<file path="src/rtl/async_queue_sink_ctrl_if.sv">
`default_nettype none
// ============================================================================
// Module      : async_queue_sink_ctrl_if
// Description : Signal bundle between the sink-side controller of an
//               asynchronous queue, the shared source memory, the peer's
//               synchronizers and the dequeue consumer.
//               slave  : view taken by async_queue_sink_ctrl
//               master : view taken by the environment (peer, memory, consumer)
//   io_source_valid  peer-alive flag, already synchronized
//   io_widx          Gray write index, already synchronized
//   io_mem_raddr     entry select into the source memory
//   io_mem_rdata     entry contents at io_mem_raddr (same cycle)
//   io_ridx          registered Gray read index back to the peer
//   io_sink_valid    registered sink-alive flag
//   io_deq_valid/io_deq_ready/io_deq_bits  dequeue handshake
// Revision    : 1.0 - initial release
// ============================================================================
interface async_queue_sink_ctrl_if #(
    parameter int DEPTH_LOG2 = 3,
    parameter int DATA_W     = 32
);
    logic                  io_source_valid;
    logic [DEPTH_LOG2:0]   io_widx;
    logic [DEPTH_LOG2-1:0] io_mem_raddr;
    logic [DATA_W-1:0]     io_mem_rdata;
    logic [DEPTH_LOG2:0]   io_ridx;
    logic                  io_sink_valid;
    logic                  io_deq_valid;
    logic                  io_deq_ready;
    logic [DATA_W-1:0]     io_deq_bits;

    modport slave (
        input  io_source_valid,
        input  io_widx,
        input  io_mem_rdata,
        input  io_deq_ready,
        output io_mem_raddr,
        output io_ridx,
        output io_sink_valid,
        output io_deq_valid,
        output io_deq_bits
    );

    modport master (
        output io_source_valid,
        output io_widx,
        output io_mem_rdata,
        output io_deq_ready,
        input  io_mem_raddr,
        input  io_ridx,
        input  io_sink_valid,
        input  io_deq_valid,
        input  io_deq_bits
    );
endinterface
`default_nettype wire

</file>
<file path="src/rtl/async_queue_sink_ctrl.sv">
`default_nettype none
// ============================================================================
// Module      : async_queue_sink_ctrl
// Description : Read side of an asynchronous queue. Tracks a binary read
//               counter, publishes its Gray form to the peer, pulls entries
//               out of the source memory into a single output register and
//               presents them on a valid/ready dequeue port. Losing the peer
//               (io_source_valid low) flushes the read side back to zero.
// Ports       : clock   - single clock, all state on rising edge
//               reset   - synchronous, active-high
//               q       - async_queue_sink_ctrl_if.slave bundle
// Revision    : 1.0 - initial release
// ============================================================================
module async_queue_sink_ctrl #(
    parameter int DEPTH_LOG2 = 3,
    parameter int DATA_W     = 32
) (
    input  wire logic               clock,
    input  wire logic               reset,
    async_queue_sink_ctrl_if.slave  q
);
    localparam int              c_IDX_W = DEPTH_LOG2 + 1;
    localparam logic [c_IDX_W-1:0] c_IDX_ONE  = {{DEPTH_LOG2{1'b0}}, 1'b1};
    localparam logic [c_IDX_W-1:0] c_IDX_ZERO = '0;

    typedef enum logic [0:0] {
        ST_IDLE = 1'b0,
        ST_RUN  = 1'b1
    } state_t;

    state_t              r_state;
    logic [c_IDX_W-1:0]  r_rbin;
    logic [c_IDX_W-1:0]  r_ridx;
    logic                r_sink_valid;
    logic                r_deq_valid;
    logic [DATA_W-1:0]   r_deq_bits;

    state_t              w_state_next;
    logic [c_IDX_W-1:0]  w_rbin_next;
    logic [c_IDX_W-1:0]  w_ridx_next;
    logic                w_sink_valid_next;
    logic                w_deq_valid_next;
    logic [DATA_W-1:0]   w_deq_bits_next;
    logic                w_avail;
    logic                w_fire_out;
    logic                w_fill;

    // Entry available only while linked to a live peer and the indices differ.
    assign w_avail    = (r_state == ST_RUN) && q.io_source_valid && (r_ridx != q.io_widx);
    assign w_fire_out = r_deq_valid && q.io_deq_ready;
    // Refill when the output register is empty or is being emptied this cycle.
    assign w_fill     = w_avail && (!r_deq_valid || w_fire_out);

    always_comb begin
        w_state_next     = r_state;
        w_rbin_next      = r_rbin;
        w_deq_valid_next = r_deq_valid;
        w_deq_bits_next  = r_deq_bits;

        case (r_state)
            ST_IDLE: if (q.io_source_valid)  w_state_next = ST_RUN;
            ST_RUN:  if (!q.io_source_valid) w_state_next = ST_IDLE;
            default: w_state_next = ST_IDLE;
        endcase

        // Idle holds everything at zero; dropping out of RUN flushes the
        // read side in the same step, whatever the consumer is doing.
        if ((r_state == ST_IDLE) || !q.io_source_valid) begin
            w_rbin_next      = c_IDX_ZERO;
            w_deq_valid_next = 1'b0;
            w_deq_bits_next  = '0;
        end else if (w_fill) begin
            w_rbin_next      = r_rbin + c_IDX_ONE;
            w_deq_valid_next = 1'b1;
            w_deq_bits_next  = q.io_mem_rdata;
        end else if (w_fire_out) begin
            w_deq_valid_next = 1'b0;
        end

        w_ridx_next       = w_rbin_next ^ (w_rbin_next >> 1);
        w_sink_valid_next = (w_state_next == ST_RUN);
    end

    always_ff @(posedge clock) begin
        if (reset) begin
            r_state      <= ST_IDLE;
            r_rbin       <= c_IDX_ZERO;
            r_ridx       <= c_IDX_ZERO;
            r_sink_valid <= 1'b0;
            r_deq_valid  <= 1'b0;
            r_deq_bits   <= '0;
        end else begin
            r_state      <= w_state_next;
            r_rbin       <= w_rbin_next;
            r_ridx       <= w_ridx_next;
            r_sink_valid <= w_sink_valid_next;
            r_deq_valid  <= w_deq_valid_next;
            r_deq_bits   <= w_deq_bits_next;
        end
    end

    assign q.io_mem_raddr  = r_rbin[DEPTH_LOG2-1:0];
    assign q.io_ridx       = r_ridx;
    assign q.io_sink_valid = r_sink_valid;
    assign q.io_deq_valid  = r_deq_valid;
    assign q.io_deq_bits   = r_deq_bits;
endmodule
`default_nettype wire

</file>
<file path="src/flat_wrapper.sv">
// flat-port wrapper written by rule: the top's interface ports become plain ports
module async_queue_sink_ctrl_flat 
#(
    parameter int DEPTH_LOG2 = 3,
    parameter int DATA_W     = 32
)
  (clock, reset, q_io_source_valid, q_io_widx, q_io_mem_rdata, q_io_deq_ready, q_io_mem_raddr, q_io_ridx, q_io_sink_valid, q_io_deq_valid, q_io_deq_bits);
  async_queue_sink_ctrl_if #(.DEPTH_LOG2(DEPTH_LOG2), .DATA_W(DATA_W)) q_i ();
  input  wire logic clock;
  input  wire logic reset;
  input wire logic [$bits(q_i.io_source_valid)-1:0] q_io_source_valid;
  input wire logic [$bits(q_i.io_widx)-1:0] q_io_widx;
  input wire logic [$bits(q_i.io_mem_rdata)-1:0] q_io_mem_rdata;
  input wire logic [$bits(q_i.io_deq_ready)-1:0] q_io_deq_ready;
  output wire logic [$bits(q_i.io_mem_raddr)-1:0] q_io_mem_raddr;
  output wire logic [$bits(q_i.io_ridx)-1:0] q_io_ridx;
  output wire logic [$bits(q_i.io_sink_valid)-1:0] q_io_sink_valid;
  output wire logic [$bits(q_i.io_deq_valid)-1:0] q_io_deq_valid;
  output wire logic [$bits(q_i.io_deq_bits)-1:0] q_io_deq_bits;
  assign q_i.io_source_valid = q_io_source_valid;
  assign q_i.io_widx = q_io_widx;
  assign q_i.io_mem_rdata = q_io_mem_rdata;
  assign q_i.io_deq_ready = q_io_deq_ready;
  assign q_io_mem_raddr = q_i.io_mem_raddr;
  assign q_io_ridx = q_i.io_ridx;
  assign q_io_sink_valid = q_i.io_sink_valid;
  assign q_io_deq_valid = q_i.io_deq_valid;
  assign q_io_deq_bits = q_i.io_deq_bits;
  async_queue_sink_ctrl #(.DEPTH_LOG2(DEPTH_LOG2), .DATA_W(DATA_W)) u_core (.clock(clock), .reset(reset), .q(q_i));
endmodule
</file>
<file path="config.mk">
export PLATFORM = sky130hd
export DESIGN_NAME = async_queue_sink_ctrl_flat
export DESIGN_NICKNAME = d
export VERILOG_FILES = /design/src/rtl/async_queue_sink_ctrl_if.sv /design/src/rtl/async_queue_sink_ctrl.sv /design/src/flat_wrapper.sv
export SDC_FILE = /design/constraint.sdc
export NUM_CORES = 1
export LEC_CHECK = 0
export ABC_AREA = 1
export CAP_MARGIN = 20
export CORE_MARGIN = 2
export CORE_UTILIZATION = 30
export DETAILED_ROUTE_END_ITERATION = 8
export PLACE_DENSITY_LB_ADDON = 0.3
export RECOVER_POWER = 100
export SYNTH_ARGS = -nofsm -noshare
export SYNTH_HDL_FRONTEND = slang
export SYNTH_SLANG_ARGS = --single-unit
</file>
<file path="constraint.sdc">
create_clock -name clock -period 1.7 [get_ports clock]
set_clock_uncertainty 0.05 [all_clocks]
set_input_delay 0.425 -clock clock [delete_from_list [all_inputs] [get_ports clock]]
set_output_delay 0.425 -clock clock [all_outputs]
set_load 0.02 [all_outputs]
</file>
=== Word level (Yosys, flattened, before mapping) ===
Cells that the tools add are included.

* Add/sub/neg operators: 1
* Equality and inequality tests: 1
* Mux-type cells: 5
* Bitwise gates (word level): 2
* Reduce and logical (&&, ||, !) cells: 10

{| class="wikitable"
|+ Operator list
! cell !! count
|-
| $mux 4 || 2
|-
| $add 4x1->4 const B || 1
|-
| $logic_and 1x1->1 || 4
|-
| $ne 4x4->1 || 1
|-
| $xor 4x3->4 || 1
|-
| $mux 1 || 3
|-
| $logic_not 1->1 || 2
|-
| $logic_or 1x1->1 || 2
|-
| $reduce_bool 2->1 || 1
|-
| $reduce_or 2->1 || 1
|-
| $not 1->1 || 1
|}

* Register bits after elaboration: 42
* Bits of input ports: 40
* Output and inout port bits: 41

=== Depth between registers and ports, before layout ===
Gate-level depths: netlist of run 1.

* Depth after elaboration: 6
* Depth in mapped cells: 12
* Depth with buffers taken out: 12

=== Least setup slack after synthesis of run 1 ===
Ideal clock, no wire load.

* Path type: reg2reg
* Start: register u_core.r_ridx[3], in the netlist u_core.q.io_ridx[3]
* End: register u_core.r_deq_bits[10], in the netlist u_core.q.io_deq_bits[10]
* Arrival time: 1248 ps
* Slack: 286 ps
* Cell stages (with the launch flop): 11
* Buffers on the path: 1
* Cells stage by stage: dfxtp_1 -> inv_2 -> nand2_2 -> nand2_1 -> nor2_2 -> nand2_4 -> nand2_8 -> inv_6 -> buf_6 -> nor2_1 -> nor2_1

* Longest elaborated chain between the ends: 3

{| class="wikitable"
|+ Ends and longest elaborated chain
! element !! line !! source
|-
| from (decl) || async_queue_sink_ctrl.sv:33 || <nowiki>logic [c_IDX_W-1:0] r_ridx;</nowiki>
|-
| from (signal assigned) || async_queue_sink_ctrl.sv:88 || <nowiki>r_ridx <= c_IDX_ZERO;</nowiki>
|-
| from (signal assigned) || async_queue_sink_ctrl.sv:95 || <nowiki>r_ridx <= w_ridx_next;</nowiki>
|-
| $ne 4x4->1 || async_queue_sink_ctrl.sv:49 || <nowiki>assign w_avail = (r_state == ST_RUN) && q.io_source_valid && (r_ridx != q.io_widx);</nowiki>
|-
| $logic_and 1x1->1 || async_queue_sink_ctrl.sv:49 ||
|-
| $logic_and 1x1->1 || async_queue_sink_ctrl.sv:52 || <nowiki>assign w_fill = w_avail && (!r_deq_valid || w_fire_out);</nowiki>
|-
| to (signal assigned) || async_queue_sink_ctrl.sv:98 || <nowiki>r_deq_bits <= w_deq_bits_next;</nowiki>
|-
| to (decl) || async_queue_sink_ctrl.sv:36 || <nowiki>logic [DATA_W-1:0] r_deq_bits;</nowiki>
|}

No other way between the ends.
A chain may end at the register's enable or synchronous reset.

=== Final worst setup path of run 1 ===
* Start: input port q_io_deq_ready
* End: register u_core.r_ridx[1], in the netlist u_core.q.io_ridx[1]

* Longest elaborated chain between the ends: 6

{| class="wikitable"
|+ Ends and longest elaborated chain
! element !! line !! source
|-
| from (decl) || flat_wrapper.sv:14 || <nowiki>input wire logic [$bits(q_i.io_deq_ready)-1:0] q_io_deq_ready;</nowiki>
|-
| $logic_and 1x1->1 || async_queue_sink_ctrl.sv:50 || <nowiki>assign w_fire_out = r_deq_valid && q.io_deq_ready;</nowiki>
|-
| $logic_or 1x1->1 || async_queue_sink_ctrl.sv:52 ||
|-
| $logic_and 1x1->1 || async_queue_sink_ctrl.sv:52 ||
|-
| $mux 4 || async_queue_sink_ctrl.sv:72 || <nowiki>end else if (w_fill) begin</nowiki>
|-
| $mux 4 || async_queue_sink_ctrl.sv:68 || <nowiki>if ((r_state == ST_IDLE) || !q.io_source_valid) begin</nowiki>
|-
| $xor 4x3->4 || async_queue_sink_ctrl.sv:80 || <nowiki>w_ridx_next = w_rbin_next ^ (w_rbin_next >> 1);</nowiki>
|}

No other way between the ends.

==> run_results.csv, run 1 <==
group,metric,value,unit
drt,drcViolationCount,0,
clock_network,clock_path_buffers,2,
power_and_ir_drop,p_int,1.56,mW
critical_path,crit_chain,"clkdlybuf4s50_1 > nor2_1 > nor2_1 > nand3_1 > nand3_1 > inv_1 > nand2_1 > nand2_1 > inv_1",
place,place_inst,378,
power_and_ir_drop,p_seq_share,49.3,%
logic_synthesis,synthXorXnorAreaFrac,0,%
die,io_pins,81,
clock_network,clk_pin_slew_worst_paths,70,ps
drt,wirelength,4050,um
logic_synthesis,async_flop_share,0,%
timing,tns,0,ps
drt,dr.pass1.iters,4,
place,gp_congestion,0.793,
outcome,status,"finished, final reports clean",
die,die-area,0.00634,sq mm
drt,antenna_left,0,
timing,hold_viol,0,
timing,rsz0062_at_grt,"false",
die,coreArea,0.00551,sq mm
timing,worst_slew_pin_slew,419,ps
logic_synthesis,netlist-cell-type-count,19,
clock_network,cts_sinks,41,
clock_network,htreeDepth,2,
timing,drv_slew,0,
logic_synthesis,synthMuxAreaShare,0,%
power_and_ir_drop,p_comb_share,10.3,%
timing,min_period_over_period,93.7,%
critical_path,cp.required,1840,ps
grt,grt_start_max_net_pins,33,
timing,setup_viol,0,
logic_synthesis,synth_area_leader_cell,"dfxtp_1",
cells_and_area,fin_cells,386,
power_and_ir_drop,p_clk_share,40.3,%
timing,min_period,1590,ps
grt,gr-usage-met2,21.9,%
cells_and_area,syn_to_final_growth,56.7,%
logic_synthesis,ys_top_cells_by_area,"dfxtp_1 48%, nor2_1 14%, o21ai_0 6.1%",
cells_and_area,fin_area,0.00269,sq mm
cells_and_area,antenna_cells,0,
critical_path,crit_slowest_cell,"clkdlybuf4s50_1",
critical_path,crit_fanout,4,
power_and_ir_drop,sw_frac_of_total,20.6,%
logic_synthesis,ys.flop_type,"dfxtp_1",
job,drv_cap,0,
grt,overflow,0,
die,std_cell_rows,27,
place,port-buffer-count,80,
critical_path,worstSetupPathType,"in -> reg",
cells_and_area,drive_gt1_share,13.7,%
clock_network,holdBufCountCts,0,
die,start_util,31.2,%
clock_network,root_buffer,"clkbuf_8",
logic_synthesis,syn_area_per_cell,7.56,sq um
cells_and_area,layout_common_cells,"62 x nor2_1, 41 x dfxtp_1, 37 x dlygate4sd2_1, 34 x clkdlybuf4s50_1, 23 x nand2_1",
timing,hold_slack,425,ps
grt,grt_pass1_wl,6620,um
grt,grt_util_met1,16.1,%
cells_and_area,layout.nets,354,
logic_synthesis,ys_ff_latch,41,
logic_synthesis,syn-num-nets,268,
cells_and_area,final_common_cell,"nor2_1",
logic_synthesis,synth_compound_area_share,10.2,%
critical_path,worstSetupStartpointType,"input port",
drt,wire_per_inst,10.5,um
grt,track_usage,13.1,%
place,dp_hpwl,2880,um
grt,top_usage_layer,"met2",
critical_path,crit_buf_inv,3,
critical_path,path_delay_family,"simple AND/OR/NAND/NOR gates",
die,fp.dieW,79.6,um
drt,viasPerCell,4.22,
logic_synthesis,synth_fa_ha_area_share,0.729,%
clock_network,cts_tree,"yes",
critical_path,cp-end-kind,"register",
critical_path,max_stage_delay,400,ps
logic_synthesis,syn_area,0.00172,sq mm
clock_network,numCtsBuffers,5,
drt,drt_iter0_drc,42,
power_and_ir_drop,p_switching,0.406,mW
logic_synthesis,synth-edff-count,0,
clock_network,clkLatencyLatePin,280,ps
drt,vias,1629,
grt,grt_pass1_vias,1502,
timing,slew_headroom,72.0,%
logic_synthesis,yosysWarnings,0,
power_and_ir_drop,ir_drop,0.000484,V
power_and_ir_drop,leakagePower,1.27,nW
logic_synthesis,synth_simple_gate_area_share,30.7,%
grt,antenna_found_initial,0,
logic_synthesis,syn_inst,227,
logic_synthesis,synth_top_family_by_area,"simple AND/OR/NAND/NOR gates",
timing,clock.fmax,627,MHz
logic_synthesis,seq_area_frac_synth,47.8,%
logic_synthesis,synth_top_area_share,47.8,%
critical_path,critPathArrivalTime,1730,ps
die,die_h,79.6,um
cells_and_area,n_fill_cell,578,
grt,met3_usage,4.07,%
place,dpl_cell_area,0.00258,sq mm
worst_hold_path,hold_path.class,"reg -> reg",
power_and_ir_drop,powerDensity,731,mW/mm^2
[area by class of cell]
type	instances	area, sq um	share of cell area, %
Sequential cell	41	821	30.5
Timing Repair Buffer	88	807	30.0
Tap cell	72	90.1	3.35
Multi-Input combinational cell	153	757	28.2
Clock inverter	1	30.0	1.12
Clock buffer	7	86.3	3.21
Inverter	24	97.6	3.63
[sequential cells by signal, summed over array words and instances (netlist names)]
register               count
u_core.q.io_deq_bits      32
u_core.q.io_deq_valid      1
u_core.q.io_ridx           4
u_core.r_rbin              3
u_core.r_state             1
[worst register-to-register path, stage by stage (launching register included)]
cell and delay (ps):
dfxtp_1 390, inv_2 60, nand2_2 50, nand2_1 80
nor2_4 130, nand2_4 110, nand2_8 140, buf_6 170
o21ai_0 90, nor2_1 90
[power groups by stage]
stage / Clock [mW] / Combinational (mW) / Sequential [mW]
6_report: 0.793 / 0.203 / 0.970
5_1_grt: 0.858 / 0.226 / 0.971
2_1_floorplan: 0 / 0.0810 / 1.00
3_3_place_gp: 0 / 0.205 / 0.993
3_5_place_dp: 0 / 0.204 / 0.993
4_1_cts: 0.825 / 0.201 / 0.970
[final timing paths]
kind	start	to	slack, ps	depth (start not counted)
worst max-delay path	q_io_deq_ready	u_core.q.io_ridx[1]$_SDFF_PP0_	110	9
worst min register to register	u_core.q.io_deq_bits[17]$_SDFFE_PP0N_	u_core.q.io_deq_bits[17]$_SDFFE_PP0N_	430	2
worst min-delay path	u_core.q.io_deq_bits[17]$_SDFFE_PP0N_	u_core.q.io_deq_bits[17]$_SDFFE_PP0N_	430	2
worst max register to register	u_core.q.io_ridx[3]$_SDFF_PP0_	u_core.q.io_deq_bits[13]$_SDFFE_PP0N_	300	9
[through the flow]
stage / worst slack [ps] / power, mW / util (%)
4_1_cts: 0.146 / 2.00 / 48.1
3_5_place_dp: -263 / 1.20 / 46.9
6_report: 106 / 1.97 / 48.8
3_3_place_gp: -225 / 1.20 / 46.9
2_1_floorplan: 286 / 1.08 / -
5_1_grt: 1.05 / 2.05 / 48.8
[routing by layer]
layer,wire length [um],share of wire (%),vias up
met4,25,0.62,0
met2,1910,47,55
met5,0,0,-
met1,1810,45,703
li1,-,-,869
met3,300,7.4,2
[what timing repair did]
action | in CTS | in global routing
setup buffers | 0 | 0
setup endpoints to repair | 37 | 37
pin swaps | 0 | 8
gates resized for setup | 37 | 24
gates cloned | 0 | 0
[synth_stat cells (2+ instances only)]
cell type	number
nor2_2	11
buf_2	2
nand2_4	2
nand2_1	24
o21ai_1	13
dfxtp_1	41
nand2_2	4
nor2_1	65
nand3_1	9
buf_6	6
inv_1	22
o21ai_0	21
[logic make-up (layout without fill, tap and decap cells)]
logic type,after synthesis,in the layout
AND/OR/NAND/NOR,117,117
AO/OA/AOI/OAI,35,35
buffers and inverters,33,120
flip-flops,41,41
adder cells (fa/ha/maj),1,1
No activity file was read; power rests on OpenSTA's default activity.
==> inputs of run 2 (changes only) <==
--- a/config.mk
+++ b/config.mk
@@ -8,7 +8,7 @@
 export ABC_AREA = 1
 export CAP_MARGIN = 20
 export CORE_MARGIN = 2
-export CORE_UTILIZATION = 30
+export CORE_UTILIZATION = 40
 export DETAILED_ROUTE_END_ITERATION = 8
 export PLACE_DENSITY_LB_ADDON = 0.3
 export RECOVER_POWER = 100
==> run 2 against run 1 <==
Compared with the run above:
- sequential share of layout area stayed put
- largest cell class is now buffers
- design area stayed put
- register-to-register slack worse by 40 ps
- clock power is 2% higher
- highest routed layer unchanged
==> run_results.csv, run 2 (synthesized netlist as in run 1, its figures left out) <==
group,metric,value,unit
critical_path,crit_buf_inv,3,
worst_hold_path,hold_path.class,"reg -> reg",
place,place_inst,356,
power_and_ir_drop,ir_drop,0.000635,V
clock_network,clkLatencyLatePin,290,ps
power_and_ir_drop,leakagePower,1.30,nW
power_and_ir_drop,p_clk_share,40.7,%
critical_path,crit_fanout,8,
clock_network,root_buffer,"clkbuf_8",
grt,grt_util_met1,20.4,%
cells_and_area,fin_cells,365,
timing,drv_slew,0,
timing,rsz0062_at_grt,"true",
grt,track_usage,17.2,%
critical_path,worstSetupPathType,"in -> reg",
die,start_util,42.3,%
power_and_ir_drop,p_seq_share,48.9,%
timing,worst_slew_pin_slew,258,ps
critical_path,cp_common_cell,"nand2_1",
cells_and_area,antenna_cells,0,
clock_network,htreeDepth,2,
grt,antenna_found_initial,0,
die,die_h,69.5,um
cells_and_area,layout_common_cells,"63 x nor2_1, 41 x dlygate4sd2_1, 41 x dfxtp_1, 35 x clkdlybuf4s50_1, 25 x nand2_1",
drt,viasPerCell,4.43,
place,gp_congestion,0.883,
grt,grt_pass1_vias,1607,
timing,min_period,1610,ps
cells_and_area,largest_register_ffs,32,
clock_network,holdBufCountCts,0,
power_and_ir_drop,p_int,1.56,mW
grt,grt_pass1_wl,6850,um
place,dp_hpwl,2930,um
grt,overflow,0,
cells_and_area,final_util,66.3,%
critical_path,crit_chain,"clkdlybuf4s50_1 > inv_1 > nand2_1 > nand2_1 > nor2_2 > nand2_4 > nand2_8 > clkbuf_16 > o21ai_0 > nor2_1",
die,fp.dieW,69.5,um
clock_network,numCtsBuffers,5,
critical_path,path_delay_family,"buffers and inverters",
cells_and_area,layout.nets,355,
drt,dr.pass1.iters,4,
clock_network,cts_tree,"yes",
drt,drt_iter0_drc,62,
job,drv_cap,0,
grt,met3_usage,3.78,%
outcome,status,"finished, final reports clean",
drt,drcViolationCount,0,
critical_path,crit_slowest_cell,"clkdlybuf4s50_1",
power_and_ir_drop,powerDensity,738,mW/mm^2
power_and_ir_drop,sw_frac_of_total,21.2,%
critical_path,cp.required,1880,ps
drt,vias,1618,
die,io_pins,81,
clock_network,cts_sinks,41,
power_and_ir_drop,p_switching,0.421,mW
cells_and_area,drive_gt1_share,13.3,%
critical_path,worstSetupStartpointType,"input port",
cells_and_area,fin_area,0.00269,sq mm
timing,slew_headroom,82.9,%
drt,wirelength,4020,um
grt,grt_start_max_net_pins,33,
die,die-area,0.00483,sq mm
timing,hold_viol,0,
drt,antenna_left,0,
die,std_cell_rows,23,
place,dpl_cell_area,0.00257,sq mm
place,port-buffer-count,80,
power_and_ir_drop,p_comb_share,10.4,%
critical_path,critPathArrivalTime,1790,ps
cells_and_area,syn_to_final_growth,56.7,%
die,coreArea,0.00406,sq mm
critical_path,cp-end-kind,"register",
clock_network,clock_path_buffers,2,
cells_and_area,final_common_cell,"nor2_1",
grt,top_usage_layer,"met2",
timing,min_period_over_period,94.8,%
critical_path,max_stage_delay,480,ps
clock_network,clk_pin_slew_worst_paths,80,ps
clock_network,post_cts_buffers,0,
grt,gr-usage-met2,29.7,%
timing,setup_viol,0,
drt,wire_per_inst,11.0,um
timing,clock.fmax,620,MHz
## run 2: changes by cell type in the layout (fill, tap and decap cells not counted), moves of 2 or more
cell,delta
clkbuf_1,-6
dlygate4sd2_1,+4
nand2_1,+2
nand2_2,-2
o21ai_0,-2
o21ai_1,+2
## run 2: metrics by stage
stage / TNS (ps) / total power, mW / hold slack, ps / setup WS [ps]
final: 0 / 1.98 / 429 / 88.2
after global routing: -6.54 / 2.06 / 455 / -5.71
after CTS: 0 / 2.00 / 436 / 85.9
after detailed placement: -7370 / 1.20 / 421 / -223
after global placement: -6770 / 1.20 / 411 / -204
after floorplan: 0 / 1.08 / 446 / 286
## run 2: layer usage
layer | part of all wire, % | up-vias
li1 | - | 871
met1 | 45 | 695
met2 | 48 | 45
met3 | 5.4 | 7
met4 | 1.4 | 0
met5 | 0 | -
## run 2: area by class of cell
class | instances | area (sq um)
Timing Repair Buffer | 89 | 856
Multi-Input combinational cell | 153 | 732
Tap cell | 50 | 62.6
Clock inverter | 2 | 37.5
Sequential cell | 41 | 821
Fill cell | 384 | 1370
Clock buffer | 6 | 82.6
Inverter | 24 | 97.6
## run 2: timing repair
| action | CTS | global route |
|---|---|---|
| cloned | 0 | 1 |
| endpoints found under the setup margin | 41 | 14 |
| gates resized for setup | 41 | 11 |
| pin swaps | 0 | 5 |
## run 2: power groups by stage
stage          Clock [mW]  Combinational, mW  Sequential, mW
2_1_floorplan           0             0.0810            1.00
3_3_place_gp            0              0.205           0.993
3_5_place_dp            0              0.207           0.993
4_1_cts             0.830              0.203           0.970
5_1_grt             0.860              0.227           0.971
6_report            0.808              0.207           0.970
## run 2: path summary, 6_finish.rpt
check,from,endpoint,slack (ps),cells past startpoint
hold / removal,u_core.q.io_deq_bits[26]$_SDFFE_PP0N_,u_core.q.io_deq_bits[26]$_SDFFE_PP0N_,430,2
hold reg to reg,u_core.q.io_deq_bits[26]$_SDFFE_PP0N_,u_core.q.io_deq_bits[26]$_SDFFE_PP0N_,430,2
setup reg to reg,u_core.q.io_ridx[3]$_SDFF_PP0_,u_core.q.io_deq_bits[14]$_SDFFE_PP0N_,260,9
setup / recovery,q_io_widx[0],u_core.q.io_deq_bits[14]$_SDFFE_PP0N_,90,10
## run 2: worst reg2reg max path: stages (launching register included)
cell and delay, ps:
dfxtp_1 400, inv_2 60, nand2_2 40, nand2_1 50, nor2_2 160, nand2_4 120, nand2_8 150, clkbuf_16 170
o21ai_0 80, nor2_1 100
